<file path="src/rtl/apb_timer_8bit_pkg.sv">
// ============================================================================
//  Module      : apb_timer_pkg
//  Description : Shared constants and types for the 8-bit APB timer:
//                register addresses, TCR/TSR bit positions, the clock-select
//                enum and a helper that maps a clock select to the last
//                prescaler count before a tick.
//  Revision    : 1.0 - initial release
// ============================================================================
`default_nettype none

package apb_timer_pkg;

    // Register addresses
    localparam logic [7:0] ADDR_TDR  = 8'h00;
    localparam logic [7:0] ADDR_TCR  = 8'h01;
    localparam logic [7:0] ADDR_TSR  = 8'h02;
    localparam logic [7:0] ADDR_TCNT = 8'h03;

    // TCR bit positions
    localparam int TCR_LOAD_BIT = 7;
    localparam int TCR_DIR_BIT  = 5;
    localparam int TCR_EN_BIT   = 4;
    localparam int TCR_CKS_MSB  = 1;
    localparam int TCR_CKS_LSB  = 0;

    // TSR bit positions
    localparam int TSR_OVF_BIT = 0;
    localparam int TSR_UDF_BIT = 1;

    // Prescaler clock select: divide by 2^(cks+1)
    typedef enum logic [1:0] {
        CKS_DIV2  = 2'b00,
        CKS_DIV4  = 2'b01,
        CKS_DIV8  = 2'b10,
        CKS_DIV16 = 2'b11
    } cks_e;

    // Terminal prescaler count (N-1) for a given clock select
    function automatic logic [3:0] cks_last(input cks_e cks);
        logic [3:0] last;
        case (cks)
            CKS_DIV2:  last = 4'd1;
            CKS_DIV4:  last = 4'd3;
            CKS_DIV8:  last = 4'd7;
            CKS_DIV16: last = 4'd15;
            default:   last = 4'd1;
        endcase
        return last;
    endfunction

endpackage

`default_nettype wire

</file>
<file path="src/rtl/apb_timer_8bit_if.sv">
// ============================================================================
//  Module      : apb_timer_8bit_if
//  Description : APB bus bundle between the CPU bus-functional master and
//                the timer slave.
//  Ports       : psel, penable, pwrite, paddr, pwdata  (master -> slave)
//                prdata, pready, pslverr               (slave -> master)
//  Revision    : 1.0 - initial release
// ============================================================================
`default_nettype none

interface apb_timer_8bit_if #(
    parameter int ADDR_W = 8,
    parameter int DATA_W = 8
);
    logic              psel;
    logic              penable;
    logic              pwrite;
    logic [ADDR_W-1:0] paddr;
    logic [DATA_W-1:0] pwdata;
    logic [DATA_W-1:0] prdata;
    logic              pready;
    logic              pslverr;

    modport master (
        output psel, penable, pwrite, paddr, pwdata,
        input  prdata, pready, pslverr
    );

    modport slave (
        input  psel, penable, pwrite, paddr, pwdata,
        output prdata, pready, pslverr
    );
endinterface

`default_nettype wire

</file>
<file path="src/rtl/apb_timer_8bit_prescaler.sv">
// ============================================================================
//  Module      : timer_prescaler
//  Description : Free-running clock divider producing a one-cycle tick every
//                2^(cks+1) pclk cycles while enabled. Held at zero while
//                disabled or while clr is asserted.
//  Ports       : pclk, preset      clock, async active-high reset
//                cks               clock select
//                en                count enable
//                clr               synchronous clear (load active / TCR write)
//                tick              one-cycle count strobe
//  Revision    : 1.0 - initial release
// ============================================================================
`default_nettype none

module timer_prescaler
    import apb_timer_pkg::*;
(
    input  wire logic pclk,
    input  wire logic preset,
    input  wire cks_e cks,
    input  wire logic en,
    input  wire logic clr,
    output logic      tick
);

    logic [3:0] div_q;
    logic [3:0] div_d;

    // Tick in the cycle the divider sits at N-1, so the first tick lands
    // N cycles after the divider leaves its cleared state.
    assign tick = en && !clr && (div_q == cks_last(cks));

    always_comb begin
        div_d = div_q + 4'd1;
        if (!en || clr || tick) begin
            div_d = 4'd0;
        end
    end

    always_ff @(posedge pclk or posedge preset) begin
        if (preset) begin
            div_q <= 4'd0;
        end else begin
            div_q <= div_d;
        end
    end

endmodule

`default_nettype wire

</file>
<file path="src/rtl/apb_timer_8bit.sv">
// ============================================================================
//  Module      : apb_timer_8bit
//  Description : 8-bit up/down timer with an APB slave register interface.
//                Registers: TDR (reload), TCR (control), TSR (sticky flags),
//                TCNT (read-only count). Zero wait-state APB.
//  Ports       : pclk, preset      clock, async active-high reset
//                apb               APB slave modport
//                tmr_ovf           overflow flag (TSR.OVF)
//                tmr_udf           underflow flag (TSR.UDF)
//  Revision    : 1.0 - initial release
// ============================================================================
`default_nettype none

module apb_timer_8bit
    import apb_timer_pkg::*;
#(
    parameter int ADDR_W = 8,
    parameter int DATA_W = 8
)(
    input  wire logic       pclk,
    input  wire logic       preset,
    apb_timer_8bit_if.slave apb,
    output logic            tmr_ovf,
    output logic            tmr_udf
);

    // ------------------------------------------------------------------
    // Registers
    // ------------------------------------------------------------------
    logic [DATA_W-1:0] tdr_q,  tdr_d;
    logic [DATA_W-1:0] tcnt_q, tcnt_d;
    logic              load_q, load_d;
    logic              dir_q,  dir_d;
    logic              en_q,   en_d;
    cks_e              cks_q,  cks_d;
    logic              ovf_q,  ovf_d;
    logic              udf_q,  udf_d;

    // ------------------------------------------------------------------
    // APB decode
    // ------------------------------------------------------------------
    logic [ADDR_W-1:0] w_addr;
    logic              w_access;
    logic              w_err;
    logic              w_wr;
    logic              w_wr_tdr;
    logic              w_wr_tcr;
    logic              w_wr_tsr;
    logic [DATA_W-1:0] w_rdata;
    logic [DATA_W-1:0] w_tcr;
    logic [DATA_W-1:0] w_tsr;
    logic              w_tick;
    logic              w_ovf_set;
    logic              w_udf_set;

    assign w_addr   = apb.paddr;
    assign w_access = apb.psel && apb.penable;
    // Unmapped addresses and writes to the read-only counter are errors
    assign w_err    = (w_addr > ADDR_TCNT) || (apb.pwrite && (w_addr == ADDR_TCNT));
    assign w_wr     = w_access && apb.pwrite && !w_err;
    assign w_wr_tdr = w_wr && (w_addr == ADDR_TDR);
    assign w_wr_tcr = w_wr && (w_addr == ADDR_TCR);
    assign w_wr_tsr = w_wr && (w_addr == ADDR_TSR);

    assign apb.pready  = w_access;
    assign apb.pslverr = w_access && w_err;
    assign apb.prdata  = w_rdata;

    always_comb begin
        w_tcr                          = '0;
        w_tcr[TCR_LOAD_BIT]            = load_q;
        w_tcr[TCR_DIR_BIT]             = dir_q;
        w_tcr[TCR_EN_BIT]              = en_q;
        w_tcr[TCR_CKS_MSB:TCR_CKS_LSB] = cks_q;

        w_tsr              = '0;
        w_tsr[TSR_OVF_BIT] = ovf_q;
        w_tsr[TSR_UDF_BIT] = udf_q;

        w_rdata = '0;
        if (apb.psel && !apb.pwrite) begin
            case (w_addr)
                ADDR_TDR:  w_rdata = tdr_q;
                ADDR_TCR:  w_rdata = w_tcr;
                ADDR_TSR:  w_rdata = w_tsr;
                ADDR_TCNT: w_rdata = tcnt_q;
                default:   w_rdata = '0;
            endcase
        end
    end

    // ------------------------------------------------------------------
    // Prescaler: restarted by load and by any TCR write (cks may change)
    // ------------------------------------------------------------------
    timer_prescaler u_prescaler (
        .pclk   (pclk),
        .preset (preset),
        .cks    (cks_q),
        .en     (en_q),
        .clr    (load_q || w_wr_tcr),
        .tick   (w_tick)
    );

    // ------------------------------------------------------------------
    // Next-state logic
    // ------------------------------------------------------------------
    always_comb begin
        tdr_d  = tdr_q;
        load_d = load_q;
        dir_d  = dir_q;
        en_d   = en_q;
        cks_d  = cks_q;

        if (w_wr_tdr) begin
            tdr_d = apb.pwdata;
        end
        if (w_wr_tcr) begin
            load_d = apb.pwdata[TCR_LOAD_BIT];
            dir_d  = apb.pwdata[TCR_DIR_BIT];
            en_d   = apb.pwdata[TCR_EN_BIT];
            cks_d  = cks_e'(apb.pwdata[TCR_CKS_MSB:TCR_CKS_LSB]);
        end

        // Load has priority over counting
        tcnt_d    = tcnt_q;
        w_ovf_set = 1'b0;
        w_udf_set = 1'b0;
        if (load_q) begin
            tcnt_d = tdr_q;
        end else if (w_tick) begin
            if (dir_q) begin
                tcnt_d    = tcnt_q - 1'b1;
                w_udf_set = (tcnt_q == '0);
            end else begin
                tcnt_d    = tcnt_q + 1'b1;
                w_ovf_set = (tcnt_q == '1);
            end
        end

        // Write-0-to-clear; a hardware set in the same cycle wins
        ovf_d = ovf_q;
        udf_d = udf_q;
        if (w_wr_tsr && !apb.pwdata[TSR_OVF_BIT]) begin
            ovf_d = 1'b0;
        end
        if (w_wr_tsr && !apb.pwdata[TSR_UDF_BIT]) begin
            udf_d = 1'b0;
        end
        if (w_ovf_set) begin
            ovf_d = 1'b1;
        end
        if (w_udf_set) begin
            udf_d = 1'b1;
        end
    end

    always_ff @(posedge pclk or posedge preset) begin
        if (preset) begin
            tdr_q  <= '0;
            tcnt_q <= '0;
            load_q <= 1'b0;
            dir_q  <= 1'b0;
            en_q   <= 1'b0;
            cks_q  <= CKS_DIV2;
            ovf_q  <= 1'b0;
            udf_q  <= 1'b0;
        end else begin
            tdr_q  <= tdr_d;
            tcnt_q <= tcnt_d;
            load_q <= load_d;
            dir_q  <= dir_d;
            en_q   <= en_d;
            cks_q  <= cks_d;
            ovf_q  <= ovf_d;
            udf_q  <= udf_d;
        end
    end

    assign tmr_ovf = ovf_q;
    assign tmr_udf = udf_q;

endmodule

`default_nettype wire

</file>
<file path="src/flat_wrapper.sv">
// flat-port wrapper written by rule: the top's interface ports become plain ports
module apb_timer_8bit_flat import apb_timer_pkg::*;
#(
    parameter int ADDR_W = 8,
    parameter int DATA_W = 8
)
  (pclk, preset, tmr_ovf, tmr_udf, apb_psel, apb_penable, apb_pwrite, apb_paddr, apb_pwdata, apb_prdata, apb_pready, apb_pslverr);
  apb_timer_8bit_if #(.ADDR_W(ADDR_W), .DATA_W(DATA_W)) apb_i ();
  input  wire logic pclk;
  input  wire logic preset;
  output logic tmr_ovf;
  output logic tmr_udf;
  input wire logic [$bits(apb_i.psel)-1:0] apb_psel;
  input wire logic [$bits(apb_i.penable)-1:0] apb_penable;
  input wire logic [$bits(apb_i.pwrite)-1:0] apb_pwrite;
  input wire logic [$bits(apb_i.paddr)-1:0] apb_paddr;
  input wire logic [$bits(apb_i.pwdata)-1:0] apb_pwdata;
  output wire logic [$bits(apb_i.prdata)-1:0] apb_prdata;
  output wire logic [$bits(apb_i.pready)-1:0] apb_pready;
  output wire logic [$bits(apb_i.pslverr)-1:0] apb_pslverr;
  assign apb_i.psel = apb_psel;
  assign apb_i.penable = apb_penable;
  assign apb_i.pwrite = apb_pwrite;
  assign apb_i.paddr = apb_paddr;
  assign apb_i.pwdata = apb_pwdata;
  assign apb_prdata = apb_i.prdata;
  assign apb_pready = apb_i.pready;
  assign apb_pslverr = apb_i.pslverr;
  apb_timer_8bit #(.ADDR_W(ADDR_W), .DATA_W(DATA_W)) u_core (.pclk(pclk), .preset(preset), .apb(apb_i), .tmr_ovf(tmr_ovf), .tmr_udf(tmr_udf));
endmodule
</file>
<file path="config.mk">
export PLATFORM = sky130hd
export DESIGN_NAME = apb_timer_8bit_flat
export DESIGN_NICKNAME = d
export VERILOG_FILES = /design/src/rtl/apb_timer_8bit_pkg.sv /design/src/rtl/apb_timer_8bit_if.sv /design/src/rtl/apb_timer_8bit_prescaler.sv /design/src/rtl/apb_timer_8bit.sv /design/src/flat_wrapper.sv
export SDC_FILE = /design/constraint.sdc
export NUM_CORES = 1
export LEC_CHECK = 0
export BUFFER_PORTS_ARGS = -buffer_cell sky130_fd_sc_hd__clkbuf_2
export CAP_MARGIN = 20
export CELL_PAD_IN_SITES_DETAIL_PLACEMENT = 0
export CELL_PAD_IN_SITES_GLOBAL_PLACEMENT = 1
export CORE_MARGIN = 8
export CORE_UTILIZATION = 46
export CTS_CLUSTER_SIZE = 24
export DETAILED_ROUTE_END_ITERATION = 10
export PLACE_DENSITY_LB_ADDON = 0.15
export SLEW_MARGIN = 20
export SYNTH_ARGS = -nofsm -noshare
export SYNTH_HDL_FRONTEND = slang
export SYNTH_SLANG_ARGS = --single-unit
</file>
<file path="constraint.sdc">
create_clock -name pclk -period 6.2 [get_ports pclk]
set_input_delay 0.93 -clock pclk [delete_from_list [all_inputs] [get_ports pclk]]
set_output_delay 0.93 -clock pclk [all_outputs]
set_load 0.01 [all_outputs]
</file>
==> results.json, run 1 <==
{
  "top_layer": "met4",
  "synth_flop_cell": "dfrtp_1",
  "setup_viol": 0,
  "synth_area_leaders": "dfrtp_1 (38%), mux2_2 (7.6%), ha_1 (5.0%), mux4_1 (3.0%), nand2_1 (3.0%)",
  "ctsHoldBuffers": 0,
  "ctsResizeCount": 0,
  "wl_per_cell_um": 17.82,
  "ir_drop_mv": 0.1217,
  "ys_types": 48,
  "synthTopCellsByCount": "dfrtp_1 (27), nand2_1 (14), mux2_2 (12), nor2_1 (12)",
  "synth_edf_count": 0,
  "min_path_cells": 1,
  "power_frac_clock": 0.174,
  "cpMostUsedCell": "clkbuf_2",
  "ys_seq_elements": 27,
  "dr.first_iter.drc_count": 76,
  "layout.cells.non_filler": 259,
  "finalCoreUtilization": 0.5478,
  "path_cells": "clkbuf_2 -> nor4_1 -> and2_1 -> nand3b_1 -> a21oi_1 -> clkbuf_2",
  "track_usage": 0.1569,
  "cp.depth": 6,
  "drv_slew": 0,
  "htreeDepth": 1,
  "critPathKind": "in -> out",
  "cts_setup_buffers": 0,
  "power.density_nw_per_um2": 297.1,
  "netlist_instances": 179,
  "synth.cell_area_um2": 1769,
  "seq_area_frac_synth": 0.3819,
  "remaining_drc_errors": 0,
  "critical_path.slowest_cell": "nor4_1",
  "synth_area_leader_cell": "dfrtp_1",
  "p_total_uw": 600.4,
  "fin_tns_setup_ns": 0,
  "yosys_warnings": 0,
  "crit_family": "simple AND/OR/NAND/NOR gates",
  "tightestPinTransition_ns": 0.6944,
  "rr_worst_depth": 5,
  "combPwrFrac": 0.386,
  "drive_gt1_frac": 0.2464,
  "path_clk_slew_ns": 0.10,
  "coreArea_um2": 3689,
  "skew_ns": 0.005929,
  "crit_required_ns": 5.27,
  "rsz0062_at_grt": "no",
  "slew_headroom": 0.5370,
  "worstPathMaxFanout": 8,
  "wl_met1_um": 2118,
  "p_leak_nw": 0.9713,
  "viasPerCell": 6.042,
  "die_h_um": 78.02,
  "numCtsBuffers": 3,
  "p_int_uw": 369.2,
  "dp_cells": 255,
  "cts_sinks": 27,
  "grt_pass1_wl_um": 7893,
  "wl_met2_um": 2146,
  "ctsLongestPathBuffers": 2,
  "hpwlAfterDp_um": 3485,
  "ff2ff_setup_slack_ns": 3.82,
  "drt-total-wl_um": 4616,
  "status": "completed",
  "cp.arrival_ns": 2.36,
  "syn_nets": 208,
  "avgSynthCellArea_um2": 9.884,
  "hold-path-endpoint": "u_core.u_prescaler.div_q[0]$_DFF_PP0_",
  "initial_utilization": 0.4796,
  "grt_pass1_vias": 1671,
  "routabilityCongestion": 0.8235,
  "cts_tree": "done",
  "synthArstFlopShare": 1.000,
  "worstReg2RegEnd": "u_core.tcnt_q[6]$_DFFE_PP0P_",
  "grt_overflow_total": 0,
  "r2r_start": "u_core.cks_q[1]$_DFFE_PP0P_",
  "met3_length_um": 289,
  "fp.dieW_um": 78.02,
  "clkLatencyLatePin_ns": 0.28,
  "cp-start-kind": "primary input",
  "netlist.area_leader.share": 0.3819,
  "nets": 241,
  "min_path_type": "reg -> reg",
  "sequentialPowerShare": 0.439,
  "num_rows": 22,
  "endpoint_kind": "output port",
  "grt_antenna_before_repair": 0,
  "syn2layout_area_growth_pct": 14.22,
  "drtAntennaViolNets": 0,
  "grt_max_degree": 28,
  "fmax_ghz": 0.3037,
  "ios": 33,
  "diodes": 0,
  "cp.buffers_inverters": 2,
  "vias": 1565,
  "min_period_ns": 3.293,
  "port_buffers": 32,
  "dr.pass1.iters": 4,
  "critPathMaxStageDelay_ns": 0.41,
  "holdCritStartpoint": "u_core.u_prescaler.div_q[0]$_DFF_PP0_",
  "maxCapViolations": 0,
  "power.share.switching": 0.3851,
  "synth.most_common_cell": "dfrtp_1",
  "finalHoldViolCount": 0,
  "p_sw_uw": 231.2,
  "root_buffer": "clkbuf_8",
  "die_area_um2": 6086,
  "fin_crit_sh": 0.5311
}
==> sequential cells by signal, indices dropped and copies added (netlist names), 2 cells and up <==
| name | count |
|---|---|
| u_core.tdr_q | 8 |
| u_core.u_prescaler.div_q | 4 |
| u_core.cks_q | 2 |
| u_core.tcnt_q | 8 |
==> power groups by stage <==
stage	logic (mW)	registers, mW	clock network [mW]
finish	0.232	0.264	0.105
global route	0.260	0.271	0.113
CTS	0.232	0.263	0.106
detailed placement	0.228	0.266	0
global placement	0.220	0.264	0
floorplan	0.185	0.249	0
==> kinds of logic (layout without fill, tap and decap cells) <==
| family | after synthesis | in the layout | share of synthesized area |
|---|---|---|---|
| buf+inv | 14 | 46 | 0.02970 |
| fa+ha+maj | 8 | 8 | 0.06082 |
| xor+xnor | 6 | 6 | 0.02970 |
| mux | 14 | 14 | 0.1061 |
| flops | 27 | 27 | 0.3819 |
| simple gates | 64 | 64 | 0.1952 |
| compound gates | 46 | 46 | 0.1966 |
==> worst register-to-register path: stages (launching register included) <==
cell and delay, ns:
dfrtp_1 0.45, nor4b_1 0.32, o31ai_1 0.20, a2111oi_4 0.73, nor2_2 0.19, a221o_1 0.39
==> cell usage in the layout, fill, tap and decap left out, types with 4 or more instances in the layout <==
cell and count:
and2_1 4, nor2b_1 6, nand3_1 6, a21oi_1 7, dfrtp_1 27, xnor2_1 4, ha_1 7, mux2_2 12
nor2_1 12, inv_1 9, o21ai_0 10, clkbuf_2 32, nor3_1 4, nand2_1 14
==> through the flow <==
| stage | cell area, um2 | worst slack, ns | hold WS, ns |
|---|---|---|---|
| global placement | 1974 | 3.005 | 0.4839 |
| CTS | 2021 | 2.897 | 0.5126 |
| finish | 2021 | 2.907 | 0.5166 |
| floorplan | 1769 | 3.360 | 0.4585 |
| global route | 2021 | 2.746 | 0.5700 |
| detailed placement | 1974 | 2.899 | 0.4968 |
==> worst max-delay path by stage <==
| stage | startpoint | endpoint | slack (ns) |
|---|---|---|---|
| after global routing | apb_paddr[5] | apb_prdata[6] | 2.75 |
| after CTS | apb_paddr[5] | apb_prdata[6] | 2.90 |
| after global placement | apb_paddr[5] | apb_prdata[6] | 3.01 |
| after floorplan | apb_paddr[5] | apb_prdata[2] | 3.36 |
| final | apb_paddr[5] | apb_prdata[2] | 2.91 |
| after detailed placement | apb_paddr[5] | apb_prdata[6] | 2.90 |
==> layout make-up <==
| class | instances | area (um2) |
|---|---|---|
| fillers | 359 | 1668 |
| multi-input cells | 138 | 1041 |
| flip-flops and latches | 27 | 675.6 |
| repair buffers | 32 | 160.2 |
| well taps | 48 | 60.06 |
| clock buffers | 3 | 41.29 |
| inverters | 10 | 37.54 |
| clock inverters | 1 | 5.005 |
==> routing by layer <==
| layer | up-vias | global-route usage |
|---|---|---|
| met4 | 0 | 0.04259 |
| met5 | - | 0 |
| met1 | 780 | 0.1887 |
| met2 | 42 | 0.2715 |
| met3 | 7 | 0.03986 |
| li1 | 736 | - |
No activity file was read; power rests on OpenSTA's default activity.
==> run 2, diff against run 1 <==
--- a/config.mk
+++ b/config.mk
@@ -10,7 +10,7 @@
 export CELL_PAD_IN_SITES_DETAIL_PLACEMENT = 0
 export CELL_PAD_IN_SITES_GLOBAL_PLACEMENT = 1
 export CORE_MARGIN = 8
-export CORE_UTILIZATION = 46
+export CORE_UTILIZATION = 38
 export CTS_CLUSTER_SIZE = 24
 export DETAILED_ROUTE_END_ITERATION = 10
 export PLACE_DENSITY_LB_ADDON = 0.15
==> constraint.sdc (replaced) <==
create_clock -name pclk -period 2.92 [get_ports pclk]
set_input_delay 0.438 -clock pclk [delete_from_list [all_inputs] [get_ports pclk]]
set_output_delay 0.438 -clock pclk [all_outputs]
set_load 0.01 [all_outputs]
==> results.json, run 2 (synthesized netlist as in run 1, its figures left out) <==
{
  "postPlaceCellArea_um2": 1989,
  "numCtsBuffers": 3,
  "fin_tns_setup_ns": 0,
  "remaining_drc_errors": 0,
  "cts_tree": "done",
  "ctsLongestPathBuffers": 2,
  "fmax_ghz": 0.4478,
  "die_h_um": 84.24,
  "critPathKind": "in -> out",
  "status": "completed",
  "cp.arrival_ns": 1.80,
  "syn2layout_area_growth_pct": 14.99,
  "grt_max_degree": 28,
  "largestRegisters": "u_core.tcnt_q (8), u_core.tdr_q (8), u_core.u_prescaler.div_q (4)",
  "nets": 242,
  "critPathCapture": "apb_prdata[3]",
  "combPwrFrac": 0.387,
  "cts_setup_buffers": 0,
  "p_leak_nw": 0.9739,
  "tightestPinTransition_ns": 0.7083,
  "crit_family": "simple AND/OR/NAND/NOR gates",
  "min_period_ns": 2.233,
  "critPathMaxStageDelay_ns": 0.41,
  "layout_commonest_cell": "clkbuf_2",
  "cp.buffers_inverters": 2,
  "power.share.switching": 0.3867,
  "slew_headroom": 0.5238,
  "final_area_um2": 2034,
  "path_clk_slew_ns": 0.09,
  "hpwlAfterDp_um": 3711,
  "cp.depth": 6,
  "dr.first_iter.drc_count": 102,
  "clkLatencyLatePin_ns": 0.27,
  "power.density_nw_per_um2": 632.8,
  "ff2ff_setup_slack_ns": 0.74,
  "dr.pass1.iters": 4,
  "worstPathMaxFanout": 8,
  "cts_sinks": 27,
  "ctsHoldBuffers": 0,
  "die_area_um2": 7096,
  "skew_ns": 0.004677,
  "sequentialPowerShare": 0.445,
  "rr_worst_depth": 6,
  "p_sw_uw": 497.9,
  "fp.dieW_um": 84.24,
  "port_buffers": 32,
  "maxCapViolations": 0,
  "worstReg2RegEnd": "u_core.tcnt_q[7]$_DFFE_PP0P_",
  "root_buffer": "clkbuf_8",
  "setup_viol": 0,
  "diodes": 0,
  "ios": 33,
  "critical_path.slowest_cell": "nor4_1",
  "track_usage": 0.1326,
  "endpoint_kind": "output port",
  "htreeDepth": 1,
  "coreArea_um2": 4598,
  "viasPerCell": 5.737,
  "finalCoreUtilization": 0.4424,
  "routabilityCongestion": 0.8246,
  "layout_common_cells": "clkbuf_2 (32), dfrtp_1 (27), nand2_1 (14), nor2_1 (12), mux2_2 (12)",
  "vias": 1526,
  "rsz0062_at_grt": "no",
  "p_int_uw": 789.6,
  "drv_slew": 0,
  "grt_overflow_total": 0,
  "r2r_start": "u_core.dir_q$_DFFE_PP0P_",
  "wl_per_cell_um": 17.60,
  "fin_crit_sh": 0.7648,
  "drtAntennaViolNets": 0,
  "drt-total-wl_um": 4682,
  "startpoint": "apb_paddr[5]",
  "drive_gt1_frac": 0.2453,
  "initial_utilization": 0.3848,
  "ir_drop_mv": 0.3141,
  "cpMostUsedCell": "clkbuf_2",
  "grt_antenna_before_repair": 0,
  "finalHoldViolCount": 0,
  "cp-start-kind": "primary input",
  "path_cells": "clkbuf_2 -> nor4_1 -> and2_1 -> nand3b_1 -> a21oi_1 -> clkbuf_2",
  "grt_pass1_vias": 1503,
  "num_rows": 25,
  "crit_required_ns": 2.48,
  "power_frac_clock": 0.169,
  "grt_pass1_wl_um": 7824,
  "min_path_type": "in -> async",
  "ctsResizeCount": 0
}
## run 2: cell type report
type,instances,area (um2)
clock buffers,4,45.04
fillers,450,2564
inverters,10,37.54
multi-input cells,138,1041
flip-flops and latches,27,675.6
well taps,54,67.56
repair buffers,33,167.7
## run 2: metal layers
| metal | routed length, um | share of wire | GRT usage | vias up |
|---|---|---|---|---|
| li1 | - | - | - | 744 |
| met1 | 2171 | 0.46 | 0.1620 | 750 |
| met2 | 2253 | 0.48 | 0.2291 | 28 |
| met3 | 219 | 0.047 | 0.03388 | 4 |
| met4 | 37 | 0.0079 | 0.02355 | 0 |
| met5 | 0 | 0 | 0 | - |
## run 2: metrics by stage
step / setup slack, ns / total power [mW] / std cells / hold WS, ns
2_1_floorplan: 0.9091 / 0.9224 / 179 / 0.4585
3_3_place_gp: 0.6159 / 1.056 / 262 / 0.5102
3_5_place_dp: 0.5487 / 1.070 / 262 / 0.5198
4_1_cts: 0.7048 / 1.285 / 266 / 0.3974
5_1_grt: 0.5440 / 1.379 / 266 / 0.2454
6_report: 0.6869 / 1.287 / 266 / 0.1995
## run 2: worst register-to-register path: stages, from the launching register on
cell      delay [ns]
dfrtp_1         0.51
ha_1            0.36
a211oi_1        0.41
o211ai_1        0.14
a221oi_1        0.41
o21ai_0         0.13
o311ai_0        0.11
## run 2: power groups by stage
stage | logic [mW] | clock network, mW | registers [mW]
floorplan | 0.394 | 0 | 0.529
global placement | 0.484 | 0 | 0.572
detailed placement | 0.496 | 0 | 0.574
CTS | 0.497 | 0.221 | 0.568
global route | 0.561 | 0.236 | 0.583
finish | 0.498 | 0.217 | 0.572
## run 2: how the worst min path moves through the flow
stage | startpoint | endpoint | slack [ns] | depth (start not counted)
finish | preset | u_core.load_q$_DFFE_PP0P_ | 0.20 | 2
CTS | apb_pwdata[3] | u_core.tdr_q[3]$_DFFE_PP0P_ | 0.40 | 2
floorplan | u_core.tdr_q[0]$_DFFE_PP0P_ | u_core.tcnt_q[0]$_DFFE_PP0P_ | 0.46 | 2
detailed placement | u_core.u_prescaler.div_q[0]$_DFF_PP0_ | u_core.u_prescaler.div_q[0]$_DFF_PP0_ | 0.52 | 1
global placement | u_core.tdr_q[0]$_DFFE_PP0P_ | u_core.tcnt_q[0]$_DFFE_PP0P_ | 0.51 | 2
global route | preset | u_core.tdr_q[4]$_DFFE_PP0P_ | 0.25 | 2
==> run 3, diff against run 2 <==
==> constraint.sdc (replaced) <==
create_clock -name pclk -period 2 [get_ports pclk]
set_input_delay 0.3 -clock pclk [delete_from_list [all_inputs] [get_ports pclk]]
set_output_delay 0.3 -clock pclk [all_outputs]
set_load 0.01 [all_outputs]
==> results.json, run 3 (synthesized netlist as in run 1, its figures left out) <==
{
  "status": "completed",
  "syn2layout_area_growth_pct": 32.11,
  "min_period_ns": 1.996,
  "grt_max_degree": 28,
  "coreArea_um2": 4598,
  "fin_crit_sh": 0.9979,
  "die_h_um": 84.24,
  "fp.dieW_um": 84.24,
  "r2r_start": "u_core.cks_q[0]$_DFFE_PP0P_",
  "maxCapViolations": 0,
  "layout_common_cells": "clkbuf_2 (32), buf_4 (31), dfrtp_1 (23), nand2_1 (14)",
  "ir_drop_mv": 0.5931,
  "ctsLongestPathBuffers": 2,
  "cp.arrival_ns": 2.16,
  "worstPathMaxFanout": 5,
  "drive_gt1_frac": 0.3884,
  "sequentialPowerShare": 0.372,
  "routabilityCongestion": 0.8213,
  "multi_input_area_um2": 1114,
  "p_int_mw": 1.345,
  "slew_headroom": 0.6942,
  "setup_viol": 0,
  "fin_tns_setup_ns": 0,
  "drv_slew": 0,
  "htreeDepth": 1,
  "viasPerCell": 5.608,
  "crit_required_ns": 2.16,
  "dr.first_iter.drc_count": 127,
  "combPwrFrac": 0.481,
  "port_buffers": 32,
  "initial_utilization": 0.3848,
  "dr.pass1.iters": 4,
  "endpoint_kind": "flop",
  "cts_sinks": 27,
  "hpwlAfterDp_um": 3962,
  "wl_per_cell_um": 16.93,
  "grt_antenna_before_repair": 0,
  "layout.cells.non_filler": 296,
  "grt_overflow_total": 0,
  "layout_commonest_cell": "clkbuf_2",
  "remaining_drc_errors": 0,
  "power_frac_clock": 0.147,
  "track_usage": 0.1357,
  "rr_worst_depth": 6,
  "critPathKind": "reg -> reg",
  "cp-start-kind": "flop",
  "rsz0062_at_grt": "yes",
  "grt_pass1_wl_um": 8148,
  "ios": 33,
  "ff2ff_setup_slack_ns": 0.004,
  "ctsHoldBuffers": 0,
  "die_area_um2": 7096,
  "vias": 1660,
  "clkLatencyLatePin_ns": 0.27,
  "diodes": 0,
  "power.share.switching": 0.3743,
  "largestRegisters": "u_core.tcnt_q (8), u_core.tdr_q (8), u_core.u_prescaler.div_q (4)",
  "place_ws_ns": -0.09009,
  "regArea_um2": 680.7,
  "fill_cells": 435,
  "grt_pass1_vias": 1679,
  "power.density_nw_per_um2": 920.0,
  "drt-total-wl_um": 5010,
  "final_area_um2": 2337,
  "drtAntennaViolNets": 0,
  "worstReg2RegEnd": "u_core.tcnt_q[5]$_DFFE_PP0P_",
  "cts_tree": "done",
  "min_path_type": "in -> async",
  "timing.final.ws_setup_ns": 0.004297,
  "nets": 272,
  "num_rows": 25,
  "path_clk_slew_ns": 0.09,
  "p_leak_nw": 1.128,
  "fmax_ghz": 0.5011,
  "finalHoldViolCount": 0,
  "p_sw_uw": 804.7,
  "numCtsBuffers": 3,
  "postPlaceCellArea_um2": 2177,
  "skew_ns": 0.002643,
  "dp_cells": 287,
  "p_total_mw": 2.150,
  "tightestPinTransition_ns": 0.4587,
  "root_buffer": "clkbuf_8"
}
[run 3: cell count changes in the layout (fill, tap and decap cells not counted), moves of 2 or more]
cell	previous run	this run
o311ai_0	2	0
o311ai_1	0	2
buf_4	1	31
dfrtp_1	27	23
o21ai_1	0	2
o21ai_0	10	8
dfrtp_2	0	4
[run 3: final cells by class]
class / instances / area share
multi-input cells: 138 / 0.4764
inverters: 10 / 0.01606
clock buffers: 4 / 0.01927
repair buffers: 63 / 0.1681
well taps: 54 / 0.02891
flip-flops and latches: 27 / 0.2912
[run 3: what timing repair did]
item                                   4_1_cts  5_1_grt
setup endpoints to repair                    4       14
resized for setup                            1       19
endpoints found under the hold margin        0        0
pin swaps                                    1        6
buffers inserted                             2        3
[run 3: through the flow]
step / hold slack (ns) / utilization
global route: 0.1051 / 0.5083
floorplan: 0.3527 / -
global placement: 0.3621 / 0.4735
CTS: 0.06454 / 0.4876
detailed placement: 0.3681 / 0.4735
finish: 0.05357 / 0.5083
[run 3: layer usage]
metal / vias to the layer above / track usage / routed length, um
li1: 807 / - / -
met1: 798 / 0.1639 / 2097
met2: 51 / 0.2382 / 2511
met3: 4 / 0.03098 / 366
met4: 0 / 0.02669 / 34
met5: - / 0 / 0
[run 3: power groups by stage]
| stage | sequential [mW] | clock, mW | combinational (mW) |
|---|---|---|---|
| 2_1_floorplan | 0.772 | 0 | 0.575 |
| 3_3_place_gp | 0.784 | 0 | 0.932 |
| 3_5_place_dp | 0.788 | 0 | 0.966 |
| 4_1_cts | 0.779 | 0.325 | 0.990 |
| 5_1_grt | 0.816 | 0.341 | 1.13 |
| 6_report | 0.801 | 0.316 | 1.03 |
[run 3: worst max-delay path by stage]
stage                                                      from                      endpoint  slack, ns  cells past startpoint
after floorplan           u_core.u_prescaler.div_q[2]$_DFF_PP0_  u_core.tcnt_q[4]$_DFFE_PP0P_       0.02                      5
after global placement              u_core.cks_q[1]$_DFFE_PP0P_  u_core.tcnt_q[4]$_DFFE_PP0P_      -0.05                      5
after detailed placement            u_core.cks_q[1]$_DFFE_PP0P_  u_core.tcnt_q[6]$_DFFE_PP0P_      -0.09                      5
after CTS                              u_core.dir_q$_DFFE_PP0P_  u_core.tcnt_q[7]$_DFFE_PP0P_      0.005                      7
after global routing                u_core.cks_q[0]$_DFFE_PP0P_  u_core.tcnt_q[5]$_DFFE_PP0P_      -0.07                      6
final                               u_core.cks_q[0]$_DFFE_PP0P_  u_core.tcnt_q[5]$_DFFE_PP0P_      0.004                      6
[run 3: worst max-delay path: stages, from the launching register on]
cell and delay, ns:
dfrtp_2 0.46, nor4bb_4 0.34, o31ai_4 0.13, a2111oi_4 0.44
buf_4 0.20, nor3b_2 0.04, a221o_1 0.28
